==> config.mk <==
export PLATFORM = sky130hd
export DESIGN_NAME = br_flag_unit
export DESIGN_NICKNAME = d
export VERILOG_FILES = /design/src/rtl/br_flag_unit_pkg.sv /design/src/rtl/br_flag_unit_cond.sv /design/src/rtl/br_flag_unit.sv
export SDC_FILE = /design/constraint.sdc
export NUM_CORES = 1
export LEC_CHECK = 0
export ABC_AREA = 0
export BUFFER_PORTS_ARGS = -buffer_cell sky130_fd_sc_hd__buf_2
export CAP_MARGIN = 40
export CORE_MARGIN = 2
export CORE_UTILIZATION = 50
export CTS_BUF_LIST = sky130_fd_sc_hd__clkbuf_4
export DETAILED_ROUTE_END_ITERATION = 6
export PLACE_DENSITY_LB_ADDON = 0.3
export SKIP_CTS_REPAIR_TIMING = 1
export SKIP_LAST_GASP = 1
export SYNTH_ARGS = -nofsm -noshare
export SYNTH_HDL_FRONTEND = slang
export SYNTH_SLANG_ARGS = --single-unit
==> constraint.sdc <==
create_clock -name clk -period 2.2 [get_ports clk]
set_clock_uncertainty 0.05 [all_clocks]
set_input_delay 0.22 -clock clk [delete_from_list [all_inputs] [get_ports clk]]
set_output_delay 0.22 -clock clk [all_outputs]
set_load 0.03 [all_outputs]
==> src/rtl/br_flag_unit_pkg.sv <==
// br_flag_unit_pkg: condition codes, squash states and flag bit positions shared by the branch/flag unit
package br_flag_unit_pkg;
    localparam logic [2:0] COND_NEQ = 3'b000;
    localparam logic [2:0] COND_EQ  = 3'b001;
    localparam logic [2:0] COND_GT  = 3'b010;
    localparam logic [2:0] COND_LT  = 3'b011;
    localparam logic [2:0] COND_GTE = 3'b100;
    localparam logic [2:0] COND_LTE = 3'b101;
    localparam logic [2:0] COND_OV  = 3'b110;
    localparam logic [2:0] COND_UNC = 3'b111;
    typedef enum logic {SQ_IDLE = 1'b0, SQ_SQUASH = 1'b1} sq_state_t;
    localparam int FLG_ZR  = 2;
    localparam int FLG_OV  = 1;
    localparam int FLG_NEG = 0;
endpackage

==> src/rtl/br_flag_unit_cond.sv <==
// br_cond_eval: decodes a branch condition code against the registered Z/V/N flags
module br_cond_eval
    import br_flag_unit_pkg::*;
(
    input  logic [2:0] cond,
    input  logic       z,
    input  logic       v,
    input  logic       n,
    output logic       cond_true
);
    always_comb begin
        cond_true = 1'b1;
        case (cond)
            COND_NEQ: cond_true = ~z;
            COND_EQ:  cond_true = z;
            COND_GT:  cond_true = ~z & ~n;
            COND_LT:  cond_true = n;
            COND_GTE: cond_true = z | ~n;
            COND_LTE: cond_true = n | z;
            COND_OV:  cond_true = v;
            COND_UNC: cond_true = 1'b1;
            default:  cond_true = 1'b1;
        endcase
    end
endmodule

==> src/rtl/br_flag_unit.sv <==
// br_flag_unit: EX-stage flag register, branch resolution, wrong-path squash and branch counters
module br_flag_unit
    import br_flag_unit_pkg::*;
#(
    parameter int FLUSH_CYC = 2,
    parameter int CNT_W     = 16
) (
    input  logic             clk,
    input  logic             rst_n,
    input  logic             stall_EX,
    input  logic [2:0]       flg_en,
    input  logic             zr,
    input  logic             ov,
    input  logic             neg,
    input  logic [15:0]      alu_dst,
    input  logic             br_instr_EX,
    input  logic             jmp_instr_EX,
    input  logic [2:0]       br_cond_EX,
    input  logic             clr_cnt,
    output logic             flow_change,
    output logic [15:0]      target_pc,
    output logic             flush_IF_ID,
    output logic             flush_ID_EX,
    output logic             squash_EX,
    output logic             zr_q,
    output logic             ov_q,
    output logic             neg_q,
    output logic [CNT_W-1:0] br_cnt,
    output logic [CNT_W-1:0] taken_cnt
);
    localparam logic [CNT_W-1:0] CNT_MAX = '1;
    sq_state_t  state, state_nxt;
    logic [2:0] sq_cnt, sq_cnt_nxt;
    logic       valid, cond_true, br_eval;
    br_cond_eval u_cond (
        .cond      (br_cond_EX),
        .z         (zr_q),
        .v         (ov_q),
        .n         (neg_q),
        .cond_true (cond_true)
    );
    assign squash_EX   = state == SQ_SQUASH;
    assign valid       = ~stall_EX & ~squash_EX;
    assign br_eval     = valid & (br_instr_EX | jmp_instr_EX);
    assign flow_change = valid & (jmp_instr_EX | (br_instr_EX & cond_true));
    assign target_pc   = flow_change ? alu_dst : 16'h0000;
    assign flush_IF_ID = flow_change;
    assign flush_ID_EX = flow_change;
    always_comb begin
        state_nxt  = state;
        sq_cnt_nxt = sq_cnt;
        if (state == SQ_IDLE) begin
            state_nxt  = flow_change ? SQ_SQUASH : SQ_IDLE;
            sq_cnt_nxt = flow_change ? 3'(FLUSH_CYC) : sq_cnt;
        end else if (!stall_EX) begin
            state_nxt  = (sq_cnt == 3'd1) ? SQ_IDLE : SQ_SQUASH;
            sq_cnt_nxt = sq_cnt - 3'd1;
        end
    end
    always_ff @(posedge clk or negedge rst_n) begin
        if (!rst_n) begin
            state  <= SQ_IDLE;
            sq_cnt <= 3'd0;
        end else begin
            state  <= state_nxt;
            sq_cnt <= sq_cnt_nxt;
        end
    end
    // a branch's own flg_en is ignored so it can never clobber the flags it tested
    always_ff @(posedge clk or negedge rst_n) begin
        if (!rst_n) begin
            zr_q  <= 1'b0;
            ov_q  <= 1'b0;
            neg_q <= 1'b0;
        end else if (valid && !br_instr_EX) begin
            if (flg_en[FLG_ZR])  zr_q  <= zr;
            if (flg_en[FLG_OV])  ov_q  <= ov;
            if (flg_en[FLG_NEG]) neg_q <= neg;
        end
    end
    always_ff @(posedge clk or negedge rst_n) begin
        if (!rst_n) begin
            br_cnt    <= '0;
            taken_cnt <= '0;
        end else if (clr_cnt) begin
            br_cnt    <= '0;
            taken_cnt <= '0;
        end else begin
            if (br_eval && br_cnt != CNT_MAX) br_cnt <= br_cnt + CNT_W'(1);
            if (flow_change && taken_cnt != CNT_MAX) taken_cnt <= taken_cnt + CNT_W'(1);
        end
    end
endmodule

==> qor.csv <==
metric;value;unit
outcome;complete, but fails checks;
violations;negative setup slack;
clock_sinks;39;
ys_types;41;
r2r_setup_slack;0.07;ns
power;1.93;mW
grt_pass1_wl;8470;µm
yosysTopAreaCell;dfrtp_1;
grt_max_degree;30;
powerDensity;656;mW/mm²
irDropWorstVdd;0.494;mV
placed_cell_area;0.00282;mm²
num-fill-cells;390;
ys_warn_count;0;
stdcell_count;402;
overflow;0;
finalSetupViolations;16;
antenna_found_initial;0;
synthTopCellsByArea;dfrtp_1, nor2_1, and2_1;
clkLatencyLatePin;0.36;ns
min_period;2.30;ns
crit_fanout;22;
cts_buffers;5;
p_switching;0.693;mW
gp_congestion;0.863;
syn_avg_cell_area;8.83;µm²
syn_nets;297;
asyncSetResetFlopFracSynth;100;%
cp_cell_sequence;nor4b_1 -> a311oi_1 -> o211ai_1 -> inv_2 -> and2_2 -> buf_2;
first_iter_violations;142;
nets;384;
grt.total_usage;20.7;%
coreArea;0.00441;mm²
grt_use_met1;25.8;%
p_clk_share;24.9;%
met2_usage;35.5;%
cts_tree;yes;
hold_path_class;input pin to flop;
rsz0062_at_grt;yes;
setup_tns;-1.33;ns
slew_headroom;67.1;%
grt_busiest_layer;met2;
clk_path_buf_depth;2;
yosysMostFrequentCell;dfrtp_1;
synthesis.area;0.00231;mm²
die_x;72.0;µm
num_rows;24;
worst-endpoint-required;1.93;ns
drive_gt1_share;35.1;%
power_leakage;1.48;nW
ys_top_cells_by_count;dfrtp_1, nor2_1, nand2_1;
hold_viol;0;
cts_root_buffer;clkbuf_4;
worstMarginPinSlew;0.481;ns
seq_area;976;µm²
num_vias;2199;
setup_slack;-0.105;ns
dp_hpwl;3950;µm
synthFlopType;dfrtp_1;
clk_pin_slew;0.11;ns
p_int;1.24;mW
first_pass_iters;4;
ioPinCount;86;
seq_area_frac_synth;42.2;%
die_y;72.0;µm
yosys.area.top_type_share;42.2;%
totalWireLength;5420;µm
fin_crit_sh;105;%
vias_per_cell;5.47;
syn_inst;262;
start_kind;flop;
fmax;434;MHz
drv_cap;0;
power_frac_seq;44.5;%
wl_per_cell;13.5;µm
synth_seq_cells;39;
crit_path_end_kind;output pin;
p_comb_share;30.6;%
grt_use_met3;4.86;%
start_util;52.4;%
ant_nets;0;
placed_cells;392;
drv_slew;0;
switching_share;35.9;%
antenna_cells;0;
final_area;0.00294;mm²
syn_to_final_growth;27.2;%
drc;0;
critPathArrivalTime;2.03;ns
die-area;0.00519;mm²
path_class;flop to output pin;
slowest_delay;0.44;ns
cp_slowest_cell;dfrtp_1;
htree_levels;2;
multi_input_area;0.00128;mm²
port_buffers;85;
synth_edf_count;0;
grt_pass1_vias;1909;
cells by family (layout without fill, tap and decap cells):
| family | count (synthesis) | after routing | synth area share, % |
|---|---|---|---|
| muxes | 11 | 11 | 5.14 |
| xor gates and xnor gates | 14 | 14 | 5.30 |
| AOI/OAI and AO/OA | 43 | 43 | 11.8 |
| and+or+nand+nor | 129 | 129 | 29.4 |
| adders and majority gates | 4 | 4 | 2.16 |
| buffers and inverters | 22 | 110 | 4.05 |
| DFF | 39 | 39 | 42.2 |
per-layer routing:
metal  vias up  part of all wire (%)
met1      1028                    43
met2        64                    50
met4         0                   1.4
li1       1098                     -
met5         -                     0
met3         9                   5.5
layout by cell type (no fill, tap or decap), types with 2 or more instances in the layout:
cell type,Yosys,layout
or2_2,2,2
or3_1,5,5
dfrtp_1,39,39
ha_1,4,4
inv_1,8,7
a21oi_2,0,3
buf_4,2,6
mux2i_1,4,4
nand4_1,5,5
buf_12,0,2
clkbuf_4,0,5
nand3_1,9,9
or4_1,6,3
and3_1,8,8
nor2b_1,6,6
nor3_1,9,9
nand2_1,21,21
nor4b_1,2,2
buf_2,3,85
xnor2_1,5,5
xor2_1,9,9
nand2b_1,2,2
mux2_2,7,7
and4_1,3,3
and2_1,16,9
a21oi_1,12,9
o211ai_1,7,7
nor2_1,31,31
o21ai_0,9,9
a211oi_1,2,2
and2_2,0,7
o31ai_1,5,5
or4_4,0,3
path summary, 6_finish.rpt:
| kind | to | startpoint | cells past startpoint |
|---|---|---|---|
| min reg2reg | taken_cnt[14] | taken_cnt[14] | 1 |
| max in group asynchronous | br_cnt[4] | rst_n | 3 |
| max | target_pc[9] | neg_q | 6 |
| min in group asynchronous | taken_cnt[6] | rst_n | 2 |
| max reg2reg | taken_cnt[8] | neg_q | 7 |
| min | zr_q | zr | 2 |
registers in the layout, summed over array words and instances, names as in the netlist:
name,count
br_cnt,16
taken_cnt,16
sq_cnt,3
neg_q,1
ov_q,1
squash_EX,1
zr_q,1
critical path, delay by kind of cell, from the launching register on:
| kind | cells | cell delay [ns] |
|---|---|---|
| AND/OR/NAND/NOR | 2 | 0.54 |
| flip-flops | 1 | 0.44 |
| buffers and inverters | 2 | 0.36 |
| AO/OA/AOI/OAI | 2 | 0.35 |
area by class of cell:
| class | count | share of cell area (%) |
|---|---|---|
| Multi-Input combinational cell | 201 | 43.3 |
| Sequential cell | 39 | 33.1 |
| Timing Repair Buffer | 94 | 17.7 |
| Tap cell | 52 | 2.21 |
| Clock inverter | 3 | 1.32 |
| Clock buffer | 5 | 1.27 |
| Inverter | 8 | 1.02 |
power by group through the flow:
stage / Combinational (mW) / Clock [mW] / Sequential (mW)
4_1_cts: 0.577 / 0.500 / 0.859
2_1_floorplan: 0.324 / 0 / 0.948
5_1_grt: 0.647 / 0.526 / 0.871
3_3_place_gp: 0.552 / 0 / 0.868
3_5_place_dp: 0.575 / 0 / 0.872
6_report: 0.591 / 0.480 / 0.860
stage by stage:
stage | utilization, % | hold WS [ns] | setup slack (ns)
6_report | 66.7 | 0.0532 | -0.105
5_1_grt | 66.7 | 0.0227 | -0.269
4_1_cts | 65.5 | -0.355 | -0.244
3_5_place_dp | 63.8 | 0.0625 | 0.131
3_3_place_gp | 63.3 | 0.332 | 0.198
2_1_floorplan | - | -0.126 | 0.0569
(Power assumes the default switching activity.)
